### config.mk
export PLATFORM = sky130hd
export DESIGN_NAME = fp16_accum_seq
export DESIGN_NICKNAME = d
export VERILOG_FILES = /design/src/rtl/fp16_accum_seq.sv
export SDC_FILE = /design/constraint.sdc
export NUM_CORES = 1
export LEC_CHECK = 0
export CELL_PAD_IN_SITES_DETAIL_PLACEMENT = 1
export CELL_PAD_IN_SITES_GLOBAL_PLACEMENT = 2
export CORE_MARGIN = 2
export CORE_UTILIZATION = 25
export CTS_CLUSTER_SIZE = 10
export DETAILED_ROUTE_END_ITERATION = 8
export MAX_ROUTING_LAYER = met4
export PLACE_DENSITY = 0.85
export SYNTH_ARGS = -nofsm -noshare
export SYNTH_HDL_FRONTEND = slang
export SYNTH_SLANG_ARGS = --single-unit
### constraint.sdc
create_clock -name clk -period 4.1 [get_ports clk]
set_input_delay 1.025 -clock clk [delete_from_list [all_inputs] [get_ports clk]]
set_output_delay 1.025 -clock clk [all_outputs]
set_load 0.05 [all_outputs]
### src/rtl/fp16_accum_seq.sv
// Sequencer in front of a combinational FP16 add/sub unit: streams a burst of
// operands into the adder, accumulates its result and holds the final sum.
module fp16_accum_seq #(
    parameter int CNT_W = 8
) (
    input  logic             clk,
    input  logic             rst,
    input  logic             start,
    input  logic [CNT_W-1:0] len,
    input  logic             sub_mode,
    input  logic [15:0]      in_data,
    input  logic             in_valid,
    output logic             in_ready,
    output logic [15:0]      add_a,
    output logic [15:0]      add_b,
    output logic             add_sub,
    input  logic [15:0]      add_out,
    output logic [15:0]      res_data,
    output logic             res_valid,
    input  logic             res_ready,
    output logic             busy,
    output logic [CNT_W-1:0] count
);

    typedef enum logic [1:0] {
        IDLE  = 2'd0,
        ACCUM = 2'd1,
        DONE  = 2'd2
    } state_t;

    state_t           state;
    logic [15:0]      acc;
    logic [CNT_W-1:0] count_q;
    logic [CNT_W-1:0] len_q;
    logic             sub_q;

    logic             op_zero;
    logic             acc_zero;
    logic             last_beat;
    logic [15:0]      acc_next;

    // The adder always assumes a hidden leading 1, so zero operands bypass it.
    assign op_zero   = (in_data[14:0] == 15'd0);
    assign acc_zero  = (acc[14:0] == 15'd0);
    assign last_beat = (count_q == len_q - CNT_W'(1));
    assign acc_next  = op_zero  ? acc :
                       acc_zero ? {in_data[15] ^ sub_q, in_data[14:0]} :
                                  add_out;

    // Handshake flags decode straight from the state register.
    assign in_ready  = (state == ACCUM);
    assign res_valid = (state == DONE);
    assign busy      = (state != IDLE);

    // res_data is the accumulator itself; it only changes on start or in ACCUM.
    assign res_data  = acc;
    assign count     = count_q;
    assign add_a     = acc;
    assign add_b     = in_data;
    assign add_sub   = sub_q;

    // NOTE: sequential state uses non-blocking assignments so every register
    // samples pre-edge values regardless of statement order.
    always_ff @(posedge clk or posedge rst) begin
        if (rst) begin
            state   <= IDLE;
            acc     <= 16'h0000;
            count_q <= '0;
            len_q   <= '0;
            sub_q   <= 1'b0;
        end else begin
            case (state)
                IDLE: begin
                    if (start) begin
                        acc     <= 16'h0000;
                        count_q <= '0;
                        len_q   <= len;
                        sub_q   <= sub_mode;
                        state   <= (len == '0) ? DONE : ACCUM;
                    end
                end
                ACCUM: begin
                    if (in_valid) begin
                        acc     <= acc_next;
                        count_q <= count_q + CNT_W'(1);
                        if (last_beat) state <= DONE;
                    end
                end
                DONE: begin
                    if (res_ready) state <= IDLE;
                end
                default: state <= IDLE;
            endcase
        end
    end

endmodule
==> flow_summary_export.csv, run 1 <==
group,metric,value,unit
run_status,status,"completed",
timing,maxSlewViolCount,0,
timing,fmax,293,MHz
worst_setup_path,start_kind,"primary input",
clock_tree,hold_buffers,0,
job,timing.max_cap.violations,0,
placement,numPortBuffers,105,
worst_setup_path,cp.required,3.07,ns
die,pin_count,106,
route,ant_nets,0,
clock_tree,cts_resized,0,
grt,grt_usage,15.5,%
yosys,synth_area,2230,sq um
timing,fin_skew,0.00286,ns
yosys,ys_ff_latch,35,
timing,fin_crit_sh,83.3,%
worst_setup_path,crit_type,"primary input to output pin",
power_and_ir_drop,peakVddDrop,0.297,mV
grt,grt_pass1_vias,2168,
yosys,synthTopCellsByArea,"dfrtp_1, buf_4, mux2i_1, o2bb2ai_1, xor2_1",
power_and_ir_drop,powerDensity,769,nW/um^2
timing,relSlewSlack,44.7,%
timing,hold_viol,0,
die,dieArea,9700,sq um
clock_tree,cts_tree,"done",
clock_tree,cts.reportedPaths.clkPinSlew,0.07,ns
layout,nets,346,
clock_tree,clock-root-buffer,"clkbuf_8",
yosys,async_flop_share,100,%
yosys,yosys_warnings,0,
placement,gp_congestion,0.777,
die,row_count,34,
power_and_ir_drop,fin_total_pwr,2.52,mW
clock_tree,clk-insertion-delay-late,0.29,ns
grt,grt_max_degree,19,
worst_setup_path,critPathTopFamily,"buffers and inverters",
timing,rsz0062_at_grt,"no",
clock_tree,cts_setup_buffers,0,
worst_setup_path,slowest_delay,0.83,ns
clock_tree,h-tree-depth,2,
yosys,ys.flop_type,"dfrtp_1",
layout,diodes,0,
worst_setup_path,cp.arrival,2.39,ns
route,via_count,1918,
worst_setup_path,end_kind,"output pin",
yosys,syn-num-nets,271,
hold_path,worstHoldPathType,"flip-flop to flip-flop",
yosys,yosysSeqAreaShare,39.3,%
route,drc_errors,0,
timing,timing.hold.ws,0.534,ns
route,drtIter0Drc,38,
worst_setup_path,worstPathCellList,"clkdlybuf4s50_1, clkdlybuf4s50_1",
route,wl_per_cell,17.4,microns
clock_tree,cts_sinks,35,
worst_setup_path,critPathMaxFanout,3,
die,core_area,8680,sq um
route,vias_per_cell,4.71,
yosys,synthDominantCellAreaShare,39.3,%
power_and_ir_drop,p_leak,1.40,nW
worst_setup_path,path_buf_inv,2,
timing,min_period,3.41,ns
grt,grt_remaining_overflow,0,
grt,antenna_found_initial,0,
die,die_h,98.5,microns
layout,layout-drive-gt1-share,7.69,%
timing,setup_violations,0,
timing,worstMarginPinSlew,0.829,ns
route,firstDrtPassIters,4,
clock_tree,numCtsBuffers,5,
timing,fin_setup_tns,0,ns
yosys,syn_avg_cell_area,10.0,sq um
worst_setup_path,cp_slowest_cell,"clkdlybuf4s50_1",
route,routed_wirelength,7.09,mm
yosys,yosysUniqueCellTypes,43,
clock_tree,clockBufferDepth,2,
yosys,synth.largest_area_cell,"dfrtp_1",
die,start_util,25.7,%
worst_setup_path,cp_common_cell,"clkdlybuf4s50_1",
layout,area_delta_synth_final,46.8,%
placement,hpwl,5.66,mm
grt,grt_first_pass_wirelength,11.5,mm
die,dieWidth,98.5,microns
yosys,synth-edff-count,0,
yosys,synth_cells,223,
stage by stage:
| stage | util, % | cell area (sq um) | worst slack, ns | cells |
|---|---|---|---|---|
| floorplan | - | 2230 | 1.72 | 223 |
| global placement | 36.2 | 3140 | 0.677 | 399 |
| detailed placement | 36.2 | 3140 | 0.675 | 399 |
| CTS | 37.7 | 3270 | 0.673 | 407 |
| global route | 37.7 | 3270 | 0.649 | 407 |
| finish | 37.7 | 3270 | 0.685 | 407 |
cells in the mapped netlist, drive strengths merged, types with 2 or more instances:
library cell  number
dfrtp             35
nor2              12
mux2i             16
nand2             12
ha                 2
nand4              5
mux2               7
o2bb2ai           16
o21ai              5
a21oi              6
xnor2              5
o21bai             2
xor2              11
nand3              6
o31a               2
inv                7
nor4               8
nand2b             4
or4                2
nor3               6
buf               37
clkbuf             2
area by class of cell:
cell class | count | area (sq um)
clock inverter | 2 | 60.1
timing repair buffer | 107 | 1070
inverter | 7 | 26.3
multi-input combinational | 142 | 1040
sequential | 35 | 876
clock buffer | 6 | 72.6
tap | 108 | 135
fill | 999 | 5400
path summary, 6_finish.rpt:
kind,from,to,slack [ns],cells after the start
setup / recovery,in_data[12],add_b[12],0.69,2
hold / removal,len_q[7],len_q[7],0.53,1
setup reg to reg,len_q[0],state[1],1.93,7
hold reg to reg,len_q[7],len_q[7],0.53,1
max in group asynchronous,rst,len_q[6],2.23,3
min in group asynchronous,rst,add_a[3],1.15,2
layer usage:
layer  vias up  GRT usage, %  routed length, microns
met5         -             -                       0
met4         0          5.27                     124
met3         9          2.77                     202
met2        36          26.5                    3720
met1       954          18.5                    3040
li1        919             -                       -
sequential cells by signal (all words and copies together), names as in the netlist:
name     count
add_a       16
count        8
len_q        8
state        2
add_sub      1
cells in the final DEF (no fill, tap or decap), types with 7 or more instances in the layout:
| cell type | synthesis | routed |
|---|---|---|
| mux2i_1 | 16 | 16 |
| nor2_1 | 11 | 11 |
| dfrtp_1 | 35 | 35 |
| o2bb2ai_1 | 16 | 16 |
| inv_1 | 7 | 7 |
| nor4_1 | 7 | 7 |
| nand2_1 | 10 | 10 |
| xor2_1 | 11 | 11 |
| clkdlybuf4s50_1 | 0 | 105 |
| mux2_2 | 7 | 7 |
logic make-up (layout without fill, tap and decap cells):
logic type                 Yosys count  count (layout)  share of synthesized area (%)
DFF                                 35              35                           39.3
muxes                               23              23                           10.7
buffers and inverters               46             122                           14.2
adders and majority gates            2               2                           1.12
AOI/OAI and AO/OA                   39              39                           13.4
and+or+nand+nor                     62              62                           15.0
xor gates and xnor gates            16              16                           6.28
report_power, final:
group / switching (mW) / internal, mW
clock: 0.131 / 0.243
sequential: 0.204 / 0.477
combinational: 0.931 / 0.534
No activity file was read; power rests on OpenSTA's default activity.
==> inputs of run 2 (changes only) <==
CORE_UTILIZATION = 21   (was 25)
PLACE_DENSITY = 0.77   (was 0.85)
clock period = 2.8 ns   (was 4.1 ns; I/O delays follow)
==> flow_summary_export.csv, run 2 (same netlist as run 1, synthesis figures left out) <==
group,metric,value,unit
power_and_ir_drop,powerDensity,1030,nW/um^2
worst_setup_path,slowest_delay,0.83,ns
timing,maxSlewViolCount,0,
power_and_ir_drop,p_leak,1.51,nW
power_and_ir_drop,p_switching,1.87,mW
clock_tree,cts_resized,0,
die,dieArea,11500,sq um
power_and_ir_drop,peakVddDrop,0.239,mV
run_status,status,"completed",
route,drc_errors,0,
grt,grt_first_pass_wirelength,12.2,mm
route,firstDrtPassIters,4,
placement,dpl_cell_area,3390,sq um
timing,hold_viol,0,
placement,gp_congestion,0.722,
worst_setup_path,end_kind,"output pin",
worst_setup_path,critPathMaxFanout,12,
power_and_ir_drop,clkPwrFrac,10.8,%
route,drtIter0Drc,71,
timing,setup_violations,0,
power_and_ir_drop,p_seq_share,28.2,%
clock_tree,cts.reportedPaths.clkPinSlew,0.08,ns
worst_setup_path,crit_type,"flip-flop to output pin",
worst_setup_path,critPathTopFamily,"buffers and inverters",
timing,rsz0062_at_grt,"no",
worst_setup_path,cp.arrival,1.90,ns
hold_path,worstHoldPathType,"flip-flop to flip-flop",
worst_setup_path,path_buf_inv,1,
timing,fin_setup_tns,0,ns
layout,nets,354,
layout,fill_cells,1158,
power_and_ir_drop,p_comb_share,61.0,%
die,row_count,37,
route,vias_per_cell,4.38,
grt,grt_pass1_vias,2144,
route,ant_nets,0,
placement,numPortBuffers,105,
layout,largest_reg_flops,16,
route,wl_per_cell,16.9,microns
clock_tree,h-tree-depth,2,
grt,grt_remaining_overflow,0,
layout,fin_area,3490,sq um
timing,worstMarginPinSlew,0.580,ns
clock_tree,cts_tree,"done",
grt,antenna_found_initial,0,
power_and_ir_drop,internal_power,1.72,mW
layout,layout-drive-gt1-share,15.6,%
placement,hpwl,6.16,mm
clock_tree,cts_setup_buffers,0,
die,pin_count,106,
route,routed_wirelength,7.48,mm
die,die_h,107,microns
clock_tree,cts_sinks,35,
layout,seq_area,876,sq um
clock_tree,hold_buffers,0,
timing,fmax,385,MHz
layout,multi_input_area,1040,sq um
clock_tree,clk-insertion-delay-late,0.29,ns
layout,layout_commonest_cell,"clkdlybuf4s50_1",
timing,min_period,2.60,ns
layout,layout_common_cells,"clkdlybuf4s50_1, dfrtp_1, mux2i_1, o2bb2ai_1, buf_12",
layout,area_delta_synth_final,56.4,%
die,core_area,10300,sq um
worst_setup_path,start_kind,"flip-flop",
clock_tree,clockBufferDepth,2,
route,via_count,1939,
job,timing.max_cap.violations,0,
grt,grt_max_degree,36,
worst_setup_path,worstPathCellList,"nor2b_1, clkdlybuf4s50_1",
timing,fin_crit_sh,92.8,%
power_and_ir_drop,p_sw_share,52.1,%
layout,diodes,0,
grt,grt_usage,14.0,%
timing,relSlewSlack,61.0,%
worst_setup_path,cp.required,2.10,ns
worst_setup_path,cp_slowest_cell,"clkdlybuf4s50_1",
clock_tree,numCtsBuffers,5,
die,dieWidth,107,microns
clock_tree,clock-root-buffer,"clkbuf_8",
die,start_util,21.6,%
timing,fin_skew,0.00822,ns
==> run 2: power by group through the flow <==
stage	registers (mW)	clock network [mW]	logic [mW]
detailed placement	1.03	0	2.20
CTS	1.02	0.397	2.21
floorplan	1.37	0	1.17
global placement	1.01	0	2.18
finish	1.01	0.386	2.19
global route	1.06	0.425	2.32
==> run 2: final timing paths <==
check | cells after the start | end | from | slack (ns)
min | 1 | len_q[7] | len_q[7] | 0.55
min reg2reg | 1 | len_q[7] | len_q[7] | 0.55
max | 2 | res_valid | state[1] | 0.20
max in group asynchronous | 3 | len_q[1] | rst | 1.64
min in group asynchronous | 3 | add_a[6] | rst | 0.82
max reg2reg | 7 | state[1] | len_q[0] | 0.64
==> run 2: layout make-up <==
cell class | count | area share, %
timing repair buffer | 115 | 36.8
multi-input combinational | 142 | 29.8
sequential | 35 | 25.1
tap | 136 | 4.88
clock buffer | 7 | 2.47
inverter | 7 | 0.753
clock inverter | 1 | 0.251
==> run 2: metal layers <==
metal	global-route usage, %	up-vias	share of wire, %
li1	-	937	-
met1	17.9	961	44
met2	23.2	35	52
met3	2.07	6	3.1
met4	3.34	0	0.87
met5	-	-	0
==> run 2: metrics by stage <==
stage	std cells	worst slack (ns)	hold slack, ns	utilization [%]	total power [mW]
2_1_floorplan	223	0.746	0.501	-	2.53
3_3_place_gp	435	0.220	0.509	32.9	3.19
3_5_place_dp	435	0.158	0.541	32.9	3.23
4_1_cts	443	0.218	0.558	33.8	3.62
5_1_grt	443	0.0905	0.564	33.8	3.81
6_report	443	0.202	0.551	33.8	3.58
==> run 2: worst register-to-register path: stages (launching register included) <==
cell	delay, ns
dfrtp_1	0.46
inv_1	0.11
ha_1	0.29
nand2b_1	0.11
o211a_1	0.22
o31a_1	0.25
or4_4	0.54
o22ai_2	0.12
==> inputs of run 3 (changes only) <==
HOLD_SLACK_MARGIN = 0.12   (was not set)
==> results of run 3 <==
No change in the layout: final DEF, timing and power equal those of run 2.
